`src/rtl/vmul_pkg.sv`:
```
// Shared types for the vector multiply writeback buffer.
// Default widths and the multiplier latency live here.
package vmul_pkg;

    localparam int DATA_WIDTH = 64;
    localparam int TAG_WIDTH  = 8;
    localparam int MUL_LAT    = 6;

    typedef logic [TAG_WIDTH-1:0] tag_t;

    typedef struct packed {
        logic [DATA_WIDTH-1:0] data;
        tag_t                  tag;
    } wb_entry_t;

endpackage

```
`src/rtl/vmul_wb_fifo.sv`:
```
// Synchronous circular FIFO with occupancy count, sticky overflow
// flag and a show-ahead head that reads zero when empty.
module vmul_wb_fifo
    import vmul_pkg::*;
#(
    parameter int  DEPTH   = 8,
    parameter type entry_t = wb_entry_t
) (
    input  logic   clk,
    input  logic   rst,
    input  logic   push,
    input  entry_t push_entry,
    input  logic   pop_ready,
    output logic   head_valid,
    output entry_t head_entry,
    output logic   overflow
);

    localparam int AW = $clog2(DEPTH);
    localparam int CW = $clog2(DEPTH + 1);

    entry_t        mem [DEPTH];
    logic [AW-1:0] wr_ptr;
    logic [AW-1:0] rd_ptr;
    logic [CW-1:0] count;
    logic          full;
    logic          pop;
    logic          wr_en;

    assign full       = (count == CW'(DEPTH));
    assign head_valid = (count != '0);
    assign pop        = head_valid & pop_ready;
    // A pop frees the head slot this cycle, so a full FIFO can still take a push.
    assign wr_en      = push & (~full | pop);
    assign head_entry = head_valid ? mem[rd_ptr] : '0;

    always_ff @(posedge clk) begin
        if (wr_en) begin
            mem[wr_ptr] <= push_entry;
        end
    end

    always_ff @(posedge clk) begin
        if (rst) begin
            wr_ptr   <= '0;
            rd_ptr   <= '0;
            count    <= '0;
            overflow <= 1'b0;
        end else begin
            if (wr_en) begin
                wr_ptr <= wr_ptr + 1'b1;
            end
            if (pop) begin
                rd_ptr <= rd_ptr + 1'b1;
            end
            unique case ({wr_en, pop})
                2'b10:   count <= count + 1'b1;
                2'b01:   count <= count - 1'b1;
                default: count <= count;
            endcase
            if (push & full & ~pop) begin
                overflow <= 1'b1;
            end
        end
    end

endmodule

```
`src/rtl/vmul_wb_buffer.sv`:
```
// Writeback buffer behind the fixed-latency vector multiplier: tag delay
// line, result FIFO and issue credits guaranteeing a slot per launched op.
module vmul_wb_buffer #(
    parameter int DATA_WIDTH = vmul_pkg::DATA_WIDTH,
    parameter int TAG_WIDTH  = vmul_pkg::TAG_WIDTH,
    parameter int DEPTH      = 8,
    parameter int MUL_LAT    = vmul_pkg::MUL_LAT
) (
    input  logic                  clk,
    input  logic                  rst,
    input  logic                  issue_valid,
    input  logic [TAG_WIDTH-1:0]  issue_tag,
    output logic                  issue_ready,
    input  logic                  mul_valid,
    input  logic [DATA_WIDTH-1:0] mul_vec,
    output logic                  wb_valid,
    output logic [DATA_WIDTH-1:0] wb_data,
    output logic [TAG_WIDTH-1:0]  wb_tag,
    input  logic                  wb_ready,
    output logic                  err_overflow,
    output logic                  err_misalign
);
    import vmul_pkg::*;

    localparam int CW = $clog2(DEPTH + 1);

    typedef struct packed {
        logic [DATA_WIDTH-1:0] data;
        logic [TAG_WIDTH-1:0]  tag;
    } entry_t;

    logic [CW-1:0]        credits;
    logic                 acc;
    logic                 pop;
    logic [MUL_LAT-1:0]   pipe_v;
    logic [TAG_WIDTH-1:0] pipe_tag [MUL_LAT];
    entry_t               push_entry;
    entry_t               head_entry;

    assign issue_ready = (credits != '0);
    assign acc         = issue_valid & issue_ready;
    assign pop         = wb_valid & wb_ready;

    always_ff @(posedge clk) begin
        if (rst) begin
            credits <= CW'(DEPTH);
        end else if (acc & ~pop) begin
            credits <= credits - 1'b1;
        end else if (pop & ~acc) begin
            credits <= credits + 1'b1;
        end
    end

    // Delay line mirrors the multiplier so the last stage lines up with mul_valid.
    always_ff @(posedge clk) begin
        if (rst) begin
            pipe_v <= '0;
            for (int i = 0; i < MUL_LAT; i++) begin
                pipe_tag[i] <= '0;
            end
        end else begin
            pipe_v      <= {pipe_v[MUL_LAT-2:0], acc};
            pipe_tag[0] <= issue_tag;
            for (int i = 1; i < MUL_LAT; i++) begin
                pipe_tag[i] <= pipe_tag[i-1];
            end
        end
    end

    always_ff @(posedge clk) begin
        if (rst) begin
            err_misalign <= 1'b0;
        end else if (mul_valid != pipe_v[MUL_LAT-1]) begin
            err_misalign <= 1'b1;
        end
    end

    assign push_entry = '{data: mul_vec, tag: pipe_tag[MUL_LAT-1]};

    vmul_wb_fifo #(
        .DEPTH   (DEPTH),
        .entry_t (entry_t)
    ) u_fifo (
        .clk        (clk),
        .rst        (rst),
        .push       (mul_valid),
        .push_entry (push_entry),
        .pop_ready  (wb_ready),
        .head_valid (wb_valid),
        .head_entry (head_entry),
        .overflow   (err_overflow)
    );

    assign wb_data = head_entry.data;
    assign wb_tag  = head_entry.tag;

endmodule
```
`config.mk`:
```
export PLATFORM = sky130hd
export DESIGN_NAME = vmul_wb_buffer
export DESIGN_NICKNAME = d
export VERILOG_FILES = /design/src/rtl/vmul_pkg.sv /design/src/rtl/vmul_wb_fifo.sv /design/src/rtl/vmul_wb_buffer.sv
export SDC_FILE = /design/constraint.sdc
export NUM_CORES = 1
export LEC_CHECK = 0
export CORE_UTILIZATION = 55
export CTS_BUF_LIST = sky130_fd_sc_hd__clkbuf_16
export DETAILED_ROUTE_END_ITERATION = 8
export DONT_BUFFER_PORTS = 1
export GPL_ROUTABILITY_DRIVEN = 0
export GPL_TIMING_DRIVEN = 0
export PLACE_DENSITY = 0.78
export SLEW_MARGIN = 0
export SYNTH_ARGS = -nofsm -noshare
export SYNTH_HDL_FRONTEND = slang
export SYNTH_HIERARCHICAL = 1
export SYNTH_SLANG_ARGS = --single-unit
```
`constraint.sdc`:
```
create_clock -name clk -period 11.4 [get_ports clk]
set_clock_uncertainty 0.15 [all_clocks]
set_input_delay 1.71 -clock clk [delete_from_list [all_inputs] [get_ports clk]]
set_output_delay 1.71 -clock clk [all_outputs]
set_load 0.01 [all_outputs]
```
==> reports/results.ini, run 1 <==
[synthesis]
synthTopCellsByArea=edfxtp_1 (71%), mux4_2 (13%), dfxtp_1 (6.0%)
synth.largest_area_cell=edfxtp_1
synth_fa_ha_area_share_pct=0.391
yosysTopAreaCellShare_pct=71.1
ys_ff_latch=649
synth_top_family_by_area=multiplexers
synth_edf_count=576
ys_types=43
ys_seq_area_share_pct=77.1
synth_simple_gate_area_share_pct=3.75
synth_compound_gate_area_share_pct=0.612
synth_xor_area_share_pct=0.360
yosysWarnings=6
syn-num-nets=1232
synthMuxAreaShare_pct=16.4
netlist_instances=1148
async_flop_share_pct=0
ys.flop_type=edfxtp_1
syn_avg_cell_area_um2=21.2
mappedNetlistArea_um2=24300

[cts]
clock_path_buffers=3
cts_sinks=649
cts-root-buf=clkbuf_16
clk-insertion-delay-late_ps=580
holdBufCountCts=0
cts_made_buffers=66
htreeDepth=3
ctsResizeCount=0
clk_pin_slew_ps=60
cts_tree=built
postCtsSetupRepairBufs=0

[global_routing]
antenna_found_initial=0
grt_pass1_wl_mm=71.2
gr-total-overflow=0
grt_max_degree=22
track_usage_pct=21.8
grt_pass1_vias=11867

[power]
finalPower_uw=5920
peakVddDrop_mv=0.137
p_leak_uw=0.00894
power.density_nw_per_um2=212

[timing]
drv_slew=0
grt_setup_unrepaired=false
finalCriticalPeriod_ps=4610
min_period_over_period_pct=40.4
slew-limit-headroom_pct=37.3
worst_pin_slew_ps=940
setup_ws_ps=6790
whs_ps=285
setup_violations=0
max_freq_ghz=0.217
hold_viol_final=0

[final_layout]
fin_nets=1357
final_util_pct=64.4
diodes=0
layout_commonest_cell=edfxtp_1
final_cell_area_um2=27900
syn_to_final_growth_pct=14.7
layout_common_cells=edfxtp_1 (576), mux4_2 (144), nor2_1 (90), mux2i_1 (74), dfxtp_1 (73)
layout-drive-gt1-share_pct=25.4
fill_cells=2818

[placement]
dpl_worst_slack_ps=7050
port_buffers=0
placed_area_um2=25800
dpl.hpwl_mm=30.7

[worst_setup_path]
crit_fanout=10
end_kind=primary output
start_kind=flip-flop
worstPathRequired_ps=9540
criticalPathCategory=flip-flop to primary output
arrival_ps=2750

[routing]
drc=0
drtPass1Iterations=5
routed_wl_mm=47.5
ant_nets=0
detail_route.wl_per_cell_um=24.9
first_iter_violations=1039
via_per_inst=5.89
vias=11241

[floorplan]
ioPinCount=153
die_x_um=212
core_area_um2=43400
rows=76
dieHeight_um=212
start_util_pct=56.1
dieArea_um2=45100

[status]
outcome=completed

[job]
drv_cap=0

[worst_hold_path]
min_path_type=flip-flop to flip-flop

## final timing paths
check                  start                end  slack [ps]  cells past startpoint
min          pipe_tag[0][20]    pipe_tag[0][28]         290                      1
max reg2reg  u_fifo/count[0]  u_fifo/mem[4][44]        8450                      7
max                flip-flop         wb_data[4]        6790                      6
min reg2reg  pipe_tag[0][20]    pipe_tag[0][28]         290                      1
## worst max-delay path, stage by stage (launching register included)
cell and delay [ps]:
dfxtp_1 300, buf_2 320, buf_2 420, buf_2 360, mux4_2 250, mux2i_1 60, nor2_1 430
## kinds of logic (layout without fill, tap and decap cells)
| group | count (synthesis) | count (layout) |
|---|---|---|
| muxes | 218 | 218 |
| DFF | 649 | 649 |
| AOI/OAI and AO/OA | 17 | 17 |
| xor gates and xnor gates | 10 | 10 |
| and+or+nand+nor | 180 | 180 |
| adders and majority gates | 7 | 7 |
| buffers and inverters | 67 | 244 |
## layout make-up
type	count	area [µm²]	area share (%)
Clock buffer	67	1680	6.01
Multi-Input combinational cell	432	5280	18.9
Sequential cell	649	18800	67.2
Tap cell	585	732	2.62
Clock inverter	53	408	1.46
Timing Repair Buffer	57	706	2.53
Inverter	7	26.3	0.0942
Buffer	60	324	1.16
## metrics by stage
step	instances	setup TNS, ps
finish	1910	0
detailed placement	1790	0
CTS	1910	0
global route	1910	0
global placement	1733	-744490
floorplan	1148	0
## metal layers
layer | GRT usage (%) | share of wire [%] | up-vias
met5 | 0 | 0 | -
met4 | 7.17 | 2.4 | 0
met3 | 5.83 | 8.1 | 73
met2 | 35.5 | 49 | 405
met1 | 28.7 | 40 | 5894
li1 | - | - | 4869
## sequential cells by signal, summed over array words and instances (netlist names), named ones only
| name | flops |
|---|---|
| u_fifo/mem | 576 |
| pipe_tag | 48 |
| pipe_v | 6 |
| credits | 4 |
| u_fifo/count | 4 |
| u_fifo/rd_ptr | 3 |
| u_fifo/wr_ptr | 3 |
| err_misalign | 1 |
| u_fifo/overflow | 1 |
## power breakdown
part	leakage (µW)	internal [µW]	total, µW	switching (µW)
logic	0.00196	486	1180	693
registers	0.00592	2660	2690	27.3
clock network	0.00106	1190	2060	868
## Yosys cell counts, drive strengths merged (2+ instances only)
cell / count
mux4: 144
buf: 33
o21ai: 2
a21oi: 7
xnor2: 4
or3: 3
inv: 7
dfxtp: 73
nor2: 93
clkbuf: 27
edfxtp: 576
nand3: 3
mux2i: 74
nor2b: 54
ha: 6
nand2: 6
nand2b: 6
nor3: 5
nor4: 4
xor2: 6
No activity file was read; power rests on OpenSTA's default activity.
==> run 2, diff against run 1 <==
- PLACE_DENSITY: 0.78 -> 0.81
- clock period: 11.4 -> 4 ns (I/O delays scaled with it)
==> run 2 against run 1 <==
Net effect:
- worst setup slack worse by 6300 ps
- highest routed layer is now met5
- combinational power rose to 2.9 times the previous value
- clock power rose to 2.6 times the previous value
- global-route usage up 0.42 points
- register-to-register slack worse by 7500 ps
- via count up 1.6%
- cell count up 2.4%
- sequential share of layout area down 1.7 points
- hold slack worse by 230 ps
- largest power group unchanged
- cell area up 2.6%
==> reports/results.ini, run 2 (same netlist as run 1, synthesis figures left out) <==
[worst_setup_path]
critPathSlowestCell=buf_2  ; was nor2_1
cpMostUsedCell=buf_2  ; unchanged
worstPathRequired_ps=3250  ; was 9540 ps
path_cells=buf_2 > buf_2 > buf_2 > mux4_2 > mux2i_1 > nor2_1  ; unchanged
crit_fanout=10  ; unchanged
criticalPathCategory=flip-flop to primary output  ; unchanged
critPathMaxStageDelay_ps=410  ; was 430 ps
start_kind=flip-flop  ; unchanged
path_delay_family=buffers and inverters  ; unchanged
arrival_ps=2740  ; was 2750 ps
path_buf_inv=3  ; unchanged
end_kind=primary output  ; unchanged

[placement]
dpl.hpwl_mm=30.6  ; was 30.7 mm
placed_cells=1770  ; was 1790
port_buffers=0  ; unchanged
dpl_worst_slack_ps=637  ; was 7050 ps
placed_area_um2=26000  ; was 25800 µm²

[floorplan]
ioPinCount=153  ; unchanged
die_x_um=212  ; unchanged
rows=76  ; unchanged
dieHeight_um=212  ; unchanged
core_area_um2=43400  ; unchanged
dieArea_um2=45100  ; unchanged
start_util_pct=56.1  ; unchanged

[final_layout]
layout-drive-gt1-share_pct=22.8  ; was 25.4%
instances_no_fill=1955  ; was 1910
largest_reg_flops=576  ; unchanged
layout_commonest_cell=edfxtp_1  ; unchanged
top_register=u_fifo/mem  ; unchanged
reg_top3=u_fifo/mem (576), pipe_tag (48), pipe_v (6)  ; unchanged
syn_to_final_growth_pct=17.6  ; was 14.7%
fin_nets=1405  ; was 1357
ff_latch_area_um2=18800  ; unchanged
layout_common_cells=edfxtp_1 (576), mux4_2 (144), nor2_1 (90), mux2i_1 (74)  ; was edfxtp_1 (576), mux4_2 (144), nor2_1 (90), mux2i_1 (74), dfxtp_1 (73)
final_cell_area_um2=28600  ; was 27900 µm²
fill_cells=2773  ; was 2818
multiInputGateArea_um2=5310  ; was 5280 µm²
final_util_pct=66.0  ; was 64.4%

[cts]
clk_pin_slew_ps=60  ; about the same
clk-insertion-delay-late_ps=610  ; was 580 ps
cts_made_buffers=61  ; was 66
cts-root-buf=clkbuf_16  ; unchanged
cts_tree=built  ; unchanged
htreeDepth=2  ; was 3
clock_path_buffers=3  ; unchanged
cts_sinks=649  ; unchanged

[timing]
min_period_over_period_pct=87.2
setup_ws_ps=512  ; was 6790 ps
finalCriticalPeriod_ps=3490
grt_setup_unrepaired=false  ; unchanged
max_freq_ghz=0.287
drv_slew=0  ; unchanged
setup_violations=0  ; unchanged
hold_viol_final=0  ; unchanged
setup-tns-final_ps=0  ; unchanged
slew-limit-headroom_pct=32.6  ; was 37.3%
worst_pin_slew_ps=1010  ; was 940 ps

[global_routing]
grt_pass1_vias=12042  ; was 11867
antenna_found_initial=4  ; was 0
grt_use_met2_pct=36.9  ; was 35.5%
gr-total-overflow=0  ; unchanged
use_met1_pct=29.7  ; was 28.7%
top_usage_layer=met2  ; unchanged
grt_pass1_wl_mm=72.5  ; was 71.2 mm
track_usage_pct=22.2  ; was 21.8%
grt_max_degree=27  ; was 22
grtUsageMet3_pct=4.89  ; was 5.83%

[power]
intPower_uw=12100  ; was 4330 µW
power_switching_share_pct=27.0  ; was 26.8%
power_frac_clock_pct=32.7  ; was 34.7%
power.density_nw_per_um2=578  ; was 212 nW/µm²
power_frac_comb_pct=21.0  ; was 19.9%
power.share.sequential_pct=46.3  ; was 45.4%
p_leak_uw=0.00916  ; was 0.00894 µW
peakVddDrop_mv=0.362  ; was 0.137 mV
p_sw_uw=4470  ; was 1590 µW

[routing]
drtPass1Iterations=5  ; unchanged
drc=0  ; unchanged
routed_wl_mm=48.4  ; was 47.5 mm
via_per_inst=5.84  ; was 5.89
vias=11424  ; was 11241
detail_route.wl_per_cell_um=24.8  ; was 24.9 µm
ant_nets=0  ; unchanged
first_iter_violations=1035  ; was 1039

[job]
drv_cap=0  ; unchanged

[worst_hold_path]
min_path_type=input port to flip-flop  ; was flip-flop to flip-flop

[status]
outcome=completed  ; unchanged

==> run 2: per-stage QoR <==
step | total power, µW | hold WS [ps]
global placement | 11100 | 266
detailed placement | 11200 | 274
floorplan | 10300 | 264
CTS | 16700 | 14.4
finish | 16500 | 56.2
global route | 17200 | 63.3
==> run 2: final cells by class <==
class	instances	share of cell area, %
antenna	2	0.0175
sequential	649	65.5
multi-input combinational	432	18.6
clock buffer	67	5.86
clock inverter	43	0.761
inverter	7	0.0918
tap	585	2.56
buffer	60	1.13
timing repair buffer	110	5.50
==> run 2: path summary, 6_finish.rpt <==
kind,start,to,slack (ps),cells after the start
hold / removal,mul_valid,err_misalign,60,3
hold reg to reg,pipe_tag[0][12],pipe_tag[0][20],280,1
setup / recovery,flip-flop,wb_data[6],510,6
setup reg to reg,u_fifo/wr_ptr[2],u_fifo/mem[6][45],910,5
==> run 2: power groups by stage <==
stage	Sequential (µW)	Clock, µW	Combinational (µW)
floorplan	7780	0	2530
global placement	7810	0	3270
detailed placement	7800	0	3410
CTS	7660	5500	3540
global route	7670	5770	3770
finish	7650	5420	3470
==> run 2: timing repair <==
item,in CTS,in global routing
buffers inserted,0,0
hold buffers,73,0
resized for setup,0,0
endpoints found under the hold margin,521,0
==> run 2: layer usage <==
layer,share of wire (%),up-vias
met1,40,5961
li1,-,4978
met2,51,424
met3,7.6,59
met4,1.8,2
met5,0.027,-
==> run 2: tightest hold or removal path: stages <==
cell and delay (ps):
xor2_1 40, nor2_1 80, nor2_1 40
